[config.mk]
export PLATFORM = sky130hd
export DESIGN_NAME = noc_packetizer_sc_flat
export DESIGN_NICKNAME = d
export VERILOG_FILES = /design/src/rtl/noc_packetizer_sc_pkg.sv /design/src/rtl/noc_packetizer_sc_if.sv /design/src/rtl/noc_packetizer_sc_fifo.sv /design/src/rtl/noc_packetizer_sc.sv /design/src/flat_wrapper.sv
export SDC_FILE = /design/constraint.sdc
export NUM_CORES = 1
export LEC_CHECK = 0
export BUFFER_PORTS_ARGS = -buffer_cell sky130_fd_sc_hd__buf_2
export CORE_ASPECT_RATIO = 0.5
export CORE_UTILIZATION = 51
export DETAILED_ROUTE_END_ITERATION = 7
export PLACE_DENSITY = 0.73
export SETUP_SLACK_MARGIN = 0.5
export SLEW_MARGIN = 20
export SYNTH_ARGS = -nofsm -noshare
export SYNTH_HDL_FRONTEND = slang
export SYNTH_SLANG_ARGS = --single-unit
[constraint.sdc]
create_clock -name clk_noc -period 4.7 [get_ports clk_noc]
set_clock_uncertainty 0.15 [all_clocks]
set_input_delay 0.235 -clock clk_noc [delete_from_list [all_inputs] [get_ports clk_noc]]
set_output_delay 0.235 -clock clk_noc [all_outputs]
set_load 0.01 [all_outputs]
[src/rtl/noc_packetizer_sc_pkg.sv]
// Shared encodings and header-layout helpers for the AXIS-to-NoC packetizer.
// Header fields are packed MSB-down: dest, src, tid, cont, then zero fill.
package noc_packetizer_pkg;

    typedef enum logic [1:0] {
        FLIT_HEADER = 2'b00,
        FLIT_BODY   = 2'b01,
        FLIT_TAIL   = 2'b10
    } flit_type_e;

    typedef enum logic {
        ST_IDLE,
        ST_DATA
    } pk_state_e;

    function automatic int clog2(input int value);
        int r;
        r = 0;
        for (int i = 0; i < 31; i++) begin
            if ((1 << i) < value) r = i + 1;
        end
        return r;
    endfunction

    function automatic int hdr_dest_lsb(input int noc_w, input int dest_w);
        return noc_w - dest_w;
    endfunction

    function automatic int hdr_src_lsb(input int noc_w, input int dest_w);
        return noc_w - 2 * dest_w;
    endfunction

    function automatic int hdr_tid_lsb(input int noc_w, input int dest_w, input int tid_w);
        return noc_w - 2 * dest_w - tid_w;
    endfunction

    function automatic int hdr_cont_bit(input int noc_w, input int dest_w, input int tid_w);
        return noc_w - 2 * dest_w - tid_w - 1;
    endfunction

endpackage

[src/rtl/noc_packetizer_sc_if.sv]
// AXIS ingress and NoC injection signals of the packetizer as one bundle.
// slave is the packetizer's view, master is the surrounding producer/router view.
interface noc_packetizer_sc_if #(
    parameter int AxisDataWidth            = 8,
    parameter int NocDataWidth             = 64,
    parameter int TIdWidth                 = 8,
    parameter int TDestWidth               = 11,
    parameter int NocVirtualChannelIdWidth = 3,
    parameter int NocBroadcastWidth        = 1,
    parameter int TailBytesWidth           = noc_packetizer_pkg::clog2(NocDataWidth / 8) + 1
);
    logic [AxisDataWidth-1:0]            s_axis_tdata;
    logic                                s_axis_tvalid;
    logic                                s_axis_tready;
    logic                                s_axis_tlast;
    logic [TIdWidth-1:0]                 s_axis_tid;
    logic [TDestWidth-1:0]               s_axis_tdest;
    logic [NocDataWidth-1:0]             network_flit_o;
    logic [1:0]                          network_flit_type_o;
    logic [NocVirtualChannelIdWidth-1:0] network_vc_o;
    logic [NocBroadcastWidth-1:0]        network_broadcast_o;
    logic [TailBytesWidth-1:0]           network_tail_bytes_o;
    logic                                network_valid_o;
    logic                                network_ready_i;

    modport slave (
        input  s_axis_tdata, s_axis_tvalid, s_axis_tlast, s_axis_tid, s_axis_tdest,
        input  network_ready_i,
        output s_axis_tready,
        output network_flit_o, network_flit_type_o, network_vc_o, network_broadcast_o,
        output network_tail_bytes_o, network_valid_o
    );

    modport master (
        output s_axis_tdata, s_axis_tvalid, s_axis_tlast, s_axis_tid, s_axis_tdest,
        output network_ready_i,
        input  s_axis_tready,
        input  network_flit_o, network_flit_type_o, network_vc_o, network_broadcast_o,
        input  network_tail_bytes_o, network_valid_o
    );
endinterface

[src/rtl/noc_packetizer_sc_fifo.sv]
// Synchronous FIFO with a registered head; dout reads 0 while empty.
// Push into a full FIFO and pop from an empty one are ignored.
module noc_flit_fifo
    import noc_packetizer_pkg::*;
#(
    parameter int Width = 8,
    parameter int Depth = 4
) (
    input  logic                   clk_noc,
    input  logic                   rst_noc,
    input  logic                   push,
    input  logic [Width-1:0]       din,
    input  logic                   pop,
    output logic [Width-1:0]       dout,
    output logic                   full,
    output logic                   empty,
    output logic [clog2(Depth):0]  count
);
    localparam int PtrW = clog2(Depth);
    localparam int CntW = PtrW + 1;

    logic [Width-1:0] mem [Depth];
    logic [PtrW-1:0]  wr_ptr, rd_ptr, rd_nxt;
    logic [CntW-1:0]  cnt_q;
    logic [Width-1:0] head_q;
    logic             push_ok, pop_ok;

    assign full    = (cnt_q == CntW'(Depth));
    assign empty   = (cnt_q == '0);
    assign count   = cnt_q;
    assign dout    = head_q;
    assign push_ok = push && !full;
    assign pop_ok  = pop && !empty;
    assign rd_nxt  = rd_ptr + 1'b1;

    always_ff @(posedge clk_noc) begin
        if (push_ok) mem[wr_ptr] <= din;
    end

    always_ff @(posedge clk_noc) begin
        if (rst_noc) begin
            wr_ptr <= '0;
            rd_ptr <= '0;
            cnt_q  <= '0;
            head_q <= '0;
        end else begin
            if (push_ok) wr_ptr <= wr_ptr + 1'b1;
            if (pop_ok)  rd_ptr <= rd_nxt;
            case ({push_ok, pop_ok})
                2'b10:   cnt_q <= cnt_q + 1'b1;
                2'b01:   cnt_q <= cnt_q - 1'b1;
                default: cnt_q <= cnt_q;
            endcase
            // Head tracks the next front entry so the output never reads the array directly.
            if (pop_ok) begin
                if (cnt_q == CntW'(1)) head_q <= push_ok ? din : '0;
                else                   head_q <= mem[rd_nxt];
            end else if (empty && push_ok) begin
                head_q <= din;
            end
        end
    end
endmodule

[src/rtl/noc_packetizer_sc.sv]
// AXIS-to-NoC packetizer: HEADER/BODY/TAIL flits, optional packet splitting, output FIFO.
// Flit visible the cycle after its push when the FIFO is empty; input stalls while the FIFO is full.
module noc_packetizer_sc
    import noc_packetizer_pkg::*;
#(
    parameter int AxisDataWidth            = 8,
    parameter int NocDataWidth             = 64,
    parameter int TIdWidth                 = 8,
    parameter int TDestWidth               = 11,
    parameter int NumVn                    = 3,
    parameter int NocVirtualChannelIdWidth = 3,
    parameter int NocBroadcastWidth        = 1,
    parameter int SourceId                 = 1,
    parameter int MaxFlits                 = 0,
    parameter int OutFifoDepth             = 4
) (
    input  logic             clk_noc,
    input  logic             rst_noc,
    noc_packetizer_sc_if.slave bus
);
    localparam int Beats    = NocDataWidth / AxisDataWidth;
    localparam int BcW      = (Beats > 1) ? clog2(Beats) : 1;
    localparam int NocBytes = NocDataWidth / 8;
    localparam int TbW      = clog2(NocBytes) + 1;
    localparam int VcW      = NocVirtualChannelIdWidth;
    localparam int EntW     = NocDataWidth + 2 + TbW + VcW;
    localparam int CntW     = clog2(OutFifoDepth) + 1;
    localparam int DestLsb  = hdr_dest_lsb(NocDataWidth, TDestWidth);
    localparam int SrcLsb   = hdr_src_lsb(NocDataWidth, TDestWidth);
    localparam int TidLsb   = hdr_tid_lsb(NocDataWidth, TDestWidth, TIdWidth);
    localparam int ContBit  = hdr_cont_bit(NocDataWidth, TDestWidth, TIdWidth);

    pk_state_e               state_q;
    logic [NocDataWidth-1:0] asm_q;
    logic [BcW-1:0]          beat_q;
    logic [31:0]             flit_cnt_q;
    logic                    cont_q;
    logic [VcW-1:0]          vc_q;

    logic                    fifo_full, fifo_empty, pop;
    logic [CntW-1:0]         fifo_count;
    logic [EntW-1:0]         fifo_dout;

    logic                    beat_acc, flit_full, max_hit, push;
    logic [NocDataWidth-1:0] hdr, flit_nxt, push_flit;
    flit_type_e              push_type;
    logic [TbW-1:0]          push_tb;
    logic [VcW-1:0]          push_vc;

    always_comb begin
        hdr = '0;
        hdr[DestLsb +: TDestWidth] = bus.s_axis_tdest;
        hdr[SrcLsb +: TDestWidth]  = TDestWidth'(SourceId);
        hdr[TidLsb +: TIdWidth]    = bus.s_axis_tid;
        hdr[ContBit]               = cont_q;

        beat_acc  = (state_q == ST_DATA) && bus.s_axis_tvalid && !fifo_full;
        // Unfilled lanes of asm_q are zero, so OR-ing the shifted beat in is enough.
        flit_nxt  = asm_q | (NocDataWidth'(bus.s_axis_tdata) << (32'(beat_q) * AxisDataWidth));
        flit_full = (32'(beat_q) == Beats - 1);
        max_hit   = (MaxFlits != 0) && (flit_cnt_q + 32'd1 == 32'(MaxFlits));

        push      = 1'b0;
        push_type = FLIT_HEADER;
        push_flit = '0;
        push_tb   = '0;
        push_vc   = vc_q;
        if (state_q == ST_IDLE) begin
            push      = bus.s_axis_tvalid && !fifo_full;
            push_flit = hdr;
            push_vc   = VcW'(32'(bus.s_axis_tid) % NumVn);
        end else if (beat_acc) begin
            push_flit = flit_nxt;
            if (bus.s_axis_tlast) begin
                push      = 1'b1;
                push_type = FLIT_TAIL;
                push_tb   = TbW'((32'(beat_q) + 1) * (AxisDataWidth / 8));
            end else if (flit_full && max_hit) begin
                push      = 1'b1;
                push_type = FLIT_TAIL;
                push_tb   = TbW'(NocBytes);
            end else if (flit_full) begin
                push      = 1'b1;
                push_type = FLIT_BODY;
            end
        end
    end

    always_ff @(posedge clk_noc) begin
        if (rst_noc) begin
            state_q    <= ST_IDLE;
            asm_q      <= '0;
            beat_q     <= '0;
            flit_cnt_q <= '0;
            cont_q     <= 1'b0;
            vc_q       <= '0;
        end else begin
            case (state_q)
                ST_IDLE: begin
                    if (push) begin
                        vc_q    <= push_vc;
                        state_q <= ST_DATA;
                    end
                end
                ST_DATA: begin
                    if (beat_acc) begin
                        if (bus.s_axis_tlast || flit_full) begin
                            asm_q  <= '0;
                            beat_q <= '0;
                            if (push_type == FLIT_TAIL) begin
                                // A length-limited tail leaves the message open for a cont packet.
                                state_q    <= ST_IDLE;
                                flit_cnt_q <= '0;
                                cont_q     <= !bus.s_axis_tlast;
                            end else begin
                                flit_cnt_q <= flit_cnt_q + 32'd1;
                            end
                        end else begin
                            asm_q  <= flit_nxt;
                            beat_q <= beat_q + 1'b1;
                        end
                    end
                end
                default: state_q <= ST_IDLE;
            endcase
        end
    end

    noc_flit_fifo #(
        .Width (EntW),
        .Depth (OutFifoDepth)
    ) u_fifo (
        .clk_noc (clk_noc),
        .rst_noc (rst_noc),
        .push    (push),
        .din     ({push_flit, push_type, push_tb, push_vc}),
        .pop     (pop),
        .dout    (fifo_dout),
        .full    (fifo_full),
        .empty   (fifo_empty),
        .count   (fifo_count)
    );

    assign pop                      = !fifo_empty && bus.network_ready_i;
    assign bus.s_axis_tready        = (state_q == ST_DATA) && !fifo_full;
    assign bus.network_valid_o      = !fifo_empty;
    assign bus.network_flit_o       = fifo_dout[EntW-1 -: NocDataWidth];
    assign bus.network_flit_type_o  = fifo_dout[TbW+VcW +: 2];
    assign bus.network_tail_bytes_o = fifo_dout[VcW +: TbW];
    assign bus.network_vc_o         = fifo_dout[0 +: VcW];
    assign bus.network_broadcast_o  = '0;

    a_count_bound: assert property (@(posedge clk_noc) disable iff (rst_noc)
        fifo_count <= CntW'(OutFifoDepth));
endmodule
[src/flat_wrapper.sv]
// flat-port wrapper written by rule: the top's interface ports become plain ports
module noc_packetizer_sc_flat import noc_packetizer_pkg::*;
#(
    parameter int AxisDataWidth            = 8,
    parameter int NocDataWidth             = 64,
    parameter int TIdWidth                 = 8,
    parameter int TDestWidth               = 11,
    parameter int NumVn                    = 3,
    parameter int NocVirtualChannelIdWidth = 3,
    parameter int NocBroadcastWidth        = 1,
    parameter int SourceId                 = 1,
    parameter int MaxFlits                 = 0,
    parameter int OutFifoDepth             = 4
)
  (clk_noc, rst_noc, bus_s_axis_tdata, bus_s_axis_tvalid, bus_s_axis_tlast, bus_s_axis_tid, bus_s_axis_tdest, bus_network_ready_i, bus_s_axis_tready, bus_network_flit_o, bus_network_flit_type_o, bus_network_vc_o, bus_network_broadcast_o, bus_network_tail_bytes_o, bus_network_valid_o);
  noc_packetizer_sc_if #(.AxisDataWidth(AxisDataWidth), .NocDataWidth(NocDataWidth), .TIdWidth(TIdWidth), .TDestWidth(TDestWidth), .NocVirtualChannelIdWidth(NocVirtualChannelIdWidth), .NocBroadcastWidth(NocBroadcastWidth)) bus_i ();
  input  logic clk_noc;
  input  logic rst_noc;
  input wire logic [$bits(bus_i.s_axis_tdata)-1:0] bus_s_axis_tdata;
  input wire logic [$bits(bus_i.s_axis_tvalid)-1:0] bus_s_axis_tvalid;
  input wire logic [$bits(bus_i.s_axis_tlast)-1:0] bus_s_axis_tlast;
  input wire logic [$bits(bus_i.s_axis_tid)-1:0] bus_s_axis_tid;
  input wire logic [$bits(bus_i.s_axis_tdest)-1:0] bus_s_axis_tdest;
  input wire logic [$bits(bus_i.network_ready_i)-1:0] bus_network_ready_i;
  output wire logic [$bits(bus_i.s_axis_tready)-1:0] bus_s_axis_tready;
  output wire logic [$bits(bus_i.network_flit_o)-1:0] bus_network_flit_o;
  output wire logic [$bits(bus_i.network_flit_type_o)-1:0] bus_network_flit_type_o;
  output wire logic [$bits(bus_i.network_vc_o)-1:0] bus_network_vc_o;
  output wire logic [$bits(bus_i.network_broadcast_o)-1:0] bus_network_broadcast_o;
  output wire logic [$bits(bus_i.network_tail_bytes_o)-1:0] bus_network_tail_bytes_o;
  output wire logic [$bits(bus_i.network_valid_o)-1:0] bus_network_valid_o;
  assign bus_i.s_axis_tdata = bus_s_axis_tdata;
  assign bus_i.s_axis_tvalid = bus_s_axis_tvalid;
  assign bus_i.s_axis_tlast = bus_s_axis_tlast;
  assign bus_i.s_axis_tid = bus_s_axis_tid;
  assign bus_i.s_axis_tdest = bus_s_axis_tdest;
  assign bus_i.network_ready_i = bus_network_ready_i;
  assign bus_s_axis_tready = bus_i.s_axis_tready;
  assign bus_network_flit_o = bus_i.network_flit_o;
  assign bus_network_flit_type_o = bus_i.network_flit_type_o;
  assign bus_network_vc_o = bus_i.network_vc_o;
  assign bus_network_broadcast_o = bus_i.network_broadcast_o;
  assign bus_network_tail_bytes_o = bus_i.network_tail_bytes_o;
  assign bus_network_valid_o = bus_i.network_valid_o;
  noc_packetizer_sc #(.AxisDataWidth(AxisDataWidth), .NocDataWidth(NocDataWidth), .TIdWidth(TIdWidth), .TDestWidth(TDestWidth), .NumVn(NumVn), .NocVirtualChannelIdWidth(NocVirtualChannelIdWidth), .NocBroadcastWidth(NocBroadcastWidth), .SourceId(SourceId), .MaxFlits(MaxFlits), .OutFifoDepth(OutFifoDepth)) u_core (.clk_noc(clk_noc), .rst_noc(rst_noc), .bus(bus_i));
endmodule
* Word-level counts from Yosys, hierarchy flattened
Memory sizes are Yosys's and may differ from the RTL's.
Index checks and enable logic that the tools add are counted.
** Storage, ports and cells
- Output and inout port bits :: 76
- Bits in registers :: 152
- Bits in writable memories :: 292
- Input port bits :: 32
- Memories kept :: 1
** Memory list
- u_core.u_fifo.mem :: depth 4, bits a word 73, read ports 1, clocked after memory_dff 0, write ports 1, RTL line noc_packetizer_sc_fifo.sv:22 : logic [Width-1:0] mem [Depth];
** Cells by class
- Equality and inequality tests :: 6
- Add/subtract/negate cells :: 6
- Reduce and logical (&&, ||, !) cells :: 18
- Multiplexer cells :: 28
- Divide/modulo/power cells :: 1
- Bitwise operators :: 2
- Shift operators :: 1
** Operator list (number)
- two-way mux 73 bit :: 4
- two-way mux 64 bit :: 3
- OR 64 bit :: 1
- << shifter 8 x 6 -> 64 bit :: 1
- remainder unit 8 x 2 -> 32 bit, second input constant :: 1
- two-way mux 4 bit :: 3
- two-way mux 1 bit :: 11
- logical AND 1 bit :: 8
- adder 3 x 1 -> 3 bit, second input constant :: 2
- == test 3 bit, second input constant :: 2
- two-way mux 2 bit :: 3
- two-way mux 3 bit :: 2
- case mux 3 bit (2 select lines) :: 1
- adder 2 x 1 -> 2 bit, second input constant :: 2
- adder 3 x 1 -> 4 bit, second input constant :: 1
- == test 2 bit, second input constant :: 2
- AND reduction 2 bit :: 2
- AND reduction 4 bit :: 1
- nonzero test 2 bit :: 2
- == test 3 x 1 -> 1 bit, second input constant :: 1
- zero test 1 bit :: 3
- zero test 3 bit :: 1
- subtractor 3 x 1 -> 3 bit, second input constant :: 1
- == test 2 x 1 -> 1 bit, second input constant :: 1
- other kinds (3) :: 3

* Logic depth before layout (Yosys ltp)
- Depth after elaboration :: 10
- Depth in mapped cells :: 20

* By module
A second synthesis with hierarchy kept.
** Unflattened totals
- Cells, all modules :: 1480
- Area total of the unflattened synthesis :: 19468.7 µm²
** By module, submodules not included
- noc_flit_fifo :: instances 1, cells each 937, area each 15529.9 µm²
- noc_packetizer_sc :: instances 1, cells each 543, area each 3938.8 µm²

* Least setup slack after synthesis
Ideal clock, no wire load.
- Kind :: input to register
- From :: input port bus_s_axis_tid[6]
- To :: memory u_core.u_fifo.mem[0][1] (netlist bit) (data pin)
- Arrival :: 4.126 ns
- Setup time :: 0.264 ns
- Slack :: 0.160 ns
- Stages :: 18
- Cells stage by stage :: buf_2 > clkbuf_1 > clkbuf_1 > ha_1 > nor2b_2 > mux2_2 > a21oi_1 > o311a_1 > nand2_1 > mux2i_1 > ha_1 > or3_1 > or2_1 > xnor2_1 > ha_1 > nand3b_2 > mux2_4 > o21a_1
** On the way
- Word-level cells in the longest chain between the ends :: 2
** Ends and longest elaborated chain
- start: declaration :: RTL line flat_wrapper.sv:22 : input wire logic [$bits(bus_i.s_axis_tid)-1:0] bus_s_axis_tid;
- remainder unit 8 x 2 -> 32 bit :: RTL line noc_packetizer_sc.sv:71 : push_vc = VcW'(32'(bus.s_axis_tid) % NumVn);
- two-way mux 3 bit :: RTL line noc_packetizer_sc.sv:68 : if (state_q == ST_IDLE) begin
- via u_core.push_vc[1] :: RTL line noc_packetizer_sc.sv:48 : logic [VcW-1:0] push_vc;
- end: declaration :: RTL line noc_packetizer_sc_fifo.sv:22
The timed path passes the listed nets, and every way through them passes these cells.

* Final worst setup path
- From :: input port bus_s_axis_tid[7]
- To :: memory u_core.u_fifo.mem[0][1] (netlist bit) (data pin)
Same word-level chain as after synthesis.

==> impl_results.md <==
- Result of the run: finished clean
- Number of setup buffers added after CTS: 0
- Remaining number of nets flagged by the antenna check after routing: 0
- Count of antenna diodes in the layout: 0
- Largest net degree at the start of global routing: 73
- Post-layout utilization of the core: 58.9%
- Clock Path Buffers: 3
- Fraction of registers with async set/reset: 0%
- Ratio of cells with drive above 1 in the final layout: about a fifth
- Height of the chip: 135 um
- Total power density per cell area: 543 nW/um^2
- Total Routed Length: approximately 45000 um
- Relative max-transition margin: 27.6%
- Area taken by multi-input logic gates: about 5900 sq um
- Cell type with the largest total area after synthesis: edfxtp_1
- Max-slew violation total from the final report: 0
- Leading register cell type out of synthesis: edfxtp_1
- Startpoint type of the worst setup path: input port
- Layout net count: 1468
- Unrepaired setup endpoints after global routing: no
- HPWL reported at the end of detailed placement: 25700 um
- Initial antenna violation count: 0
- Worst min-delay path category: input port to flip-flop
- Total routing resource utilization after global routing: 24.8%
- Global-route congestion overflow total: 0
- Leakage dissipation: 7.02 nW
- Routed wirelength normalized by instance count: 23.4 um
- Max H-tree Level: 2
- Total iterations of the first detailed-routing run: 5
- Yosys warns: 0
- Flip-flop and latch count after synthesis: 444
- Area share of the largest cell type after synthesis: slightly below 50%
- Seq/Total Area, Yosys: 65.0%
- Count of endpoints failing hold in the final timing report: 0
- Count of flip-flops with a built-in enable after synthesis: 292
- Via count: 12100
- Clock-pin slew on the worst setup and hold paths: approximately 60 ps
- Clk_lat worst skew: ~540 ps
- Setup Total Neg Slack: 0 ps
- Die outline width: between 200 and 300 um
- Num CTS Buffers: 40
- Worst path required time: approximately 4800 ps
- Netlist cell types: 73
- Violation count after the first detailed-route iteration: 1193
- Mean area per synthesized cell: 13.4 sq um
- Die ar.: 36400 sq um
- Cts hold-fix bufs: 5
- Max-Cap Viols: 0
- Number of buffers inserted by port buffering: 106
- Maximum clock frequency: ~250 MHz
- First-pass GRT wire length: 68500 um
- Cells taking the most area after synthesis: edfxtp_1 (48%), dfxtp_1 (17%), mux4_2 (9.1%), nor2_1 (4.2%), a221oi_1 (3.2%)
- Number of standard-cell rows in the floorplan: 48
- Final setup violating endpoints: 0
- Clock period minus final worst setup slack: 3970 ps
- CTS tree: built
- Vias in the first global route: 12000
- Maximum fanout along the worst path: 20
- Area growth syn-to-layout: 12.8%
- Initial core utilization: between 50% and 60%
- Area of the placeable core: 34800 sq um
- Storage element area: 11800 sq um
- CTS Root Buffer Type: clkbuf_16
- Via/cell ratio: ~6.3
- Data arrival time of the worst path: 4090 ps
- Post-synth net total: 1406
- Synthesized instance count: 1360
- DRC violation count after routing: 0
- Period utilisation layout: 84.4%
- Category of the most critical setup path: input port to flip-flop
- Critical Path End Type: flip-flop
- Post-cts resize count: 0
- Final RePlAce weighted congestion: between 0.8 and 0.9
- Syn Std Cell Area: 18200 sq um
- I/O pin cnt: about 110
- Actual transition at the worst max-transition pin: 1090 ps
- Number of fill cells in the layout: 2632
- Maximum VDD drop: ~0.0003 V
- Number of sinks on the clock net: 444
[layout make-up]
cell class	count	area share, %
sequential	444	57.7
inverter	26	0.476
clock buffer	58	5.76
clock inverter	14	0.336
multi-input combinational	775	28.6
timing repair buffer	135	4.19
tap	475	2.90
[critical path, stage by stage]
cell	delay, ps
buf_2	320
ha_4	270
nor2b_4	210
mux2_2	340
a21oi_1	170
o311a_1	240
nand2_1	110
mux2i_1	190
ha_2	230
or3_1	390
or2_1	260
xnor2_1	150
ha_1	200
nand3b_4	180
mux2_4	350
o21a_1	210
[path summary, 6_finish.rpt]
path                          startpoint                  endpoint  slack (ps)  cells after the start
setup reg to reg  u_core.u_fifo.count[0]    u_core.u_fifo.dout[43]         950                     10
hold / removal       bus_s_axis_tdest[0]  u_core.u_fifo.mem[2][62]          20                      3
hold reg to reg            u_core.cont_q             u_core.cont_q         320                      2
setup / recovery       bus_s_axis_tid[7]   u_core.u_fifo.mem[0][1]         730                     16
[state kept, by name, indices dropped and copies added, names as in the netlist]
signal                count
u_core.state_q            1
u_core.beat_q             3
u_core.vc_q               3
u_core.u_fifo.dout       73
u_core.cont_q             1
u_core.u_fifo.rd_ptr      2
u_core.asm_q             64
u_core.u_fifo.wr_ptr      2
u_core.u_fifo.count       3
u_core.u_fifo.mem       292
[metal layers]
| layer | wire length (um) | share of wire, % | track usage, % | vias up |
|---|---|---|---|---|
| met5 | 0 | 0 | 0 | - |
| met4 | 1130 | 2.5 | 7.73 | 0 |
| met3 | 4170 | 9.2 | 5.34 | 81 |
| met2 | 21600 | 48 | 40.5 | 584 |
| met1 | 18200 | 40 | 33.5 | 6062 |
| li1 | - | - | - | 5341 |
[Yosys cell counts, drive strengths merged (5+ instances only)]
master and instances:
edfxtp 292, nor2 203, dfxtp 152, a21oi 100, clkbuf 86, nor3 78, mux4 73, a221oi 67
a22oi 51, buf 29, nand2 27, inv 26, o22ai 19, o21ai 15, ha 14, and2 11
a31oi 9, nor2b 8, xnor2 8, and3 7, nand2b 7, xor2 6, and3b 5, mux2 5
mux2i 5, or3 5
[stage by stage]
stage | hold WS, ps | power (W) | setup slack, ps | cell area (sq um) | cells
floorplan | 274 | 0.00693 | 505 | 18200 | 1360
global placement | 288 | 0.00796 | 409 | 19200 | 1849
detailed placement | 305 | 0.00804 | 264 | 19200 | 1849
CTS | 3.26 | 0.0112 | 806 | 20500 | 1926
global route | 44.0 | 0.0116 | 594 | 20500 | 1927
finish | 22.2 | 0.0111 | 731 | 20500 | 1927
[logic make-up after synthesis]
family | count (synthesis) | share of synthesized area [%]
AO/OA/AOI/OAI | 295 | 11.3
XOR/XNOR | 14 | 0.675
adder cells (fa/ha/maj) | 14 | 0.965
buffers and inverters | 141 | 3.06
flip-flops | 444 | 65.0
multiplexers | 83 | 9.66
other | 1 | 0.0207
AND/OR/NAND/NOR | 368 | 9.30
[power by group]
| group | switching (W) | leakage [nW] | internal [W] |
|---|---|---|---|
| sequential | 0.000354 | 3.93 | 0.00471 |
| clock | 0.00139 | 0.623 | 0.00174 |
| combinational | 0.00181 | 2.46 | 0.00113 |
[cell usage in the layout (no fill, tap or decap), types with 13 or more instances in the layout]
| cell | Yosys | layout |
|---|---|---|
| a21oi_1 | 99 | 99 |
| nand2_1 | 27 | 25 |
| clkbuf_16 | 0 | 41 |
| dfxtp_1 | 152 | 150 |
| o21ai_0 | 13 | 13 |
| mux4_2 | 73 | 73 |
| nor2_1 | 203 | 201 |
| a221oi_1 | 67 | 67 |
| edfxtp_1 | 292 | 292 |
| o22ai_1 | 19 | 19 |
| inv_1 | 24 | 24 |
| buf_4 | 3 | 18 |
| buf_2 | 6 | 105 |
| a22oi_1 | 51 | 51 |
| nor3_1 | 76 | 76 |
Note: power is estimated with default switching activity, not from simulation.
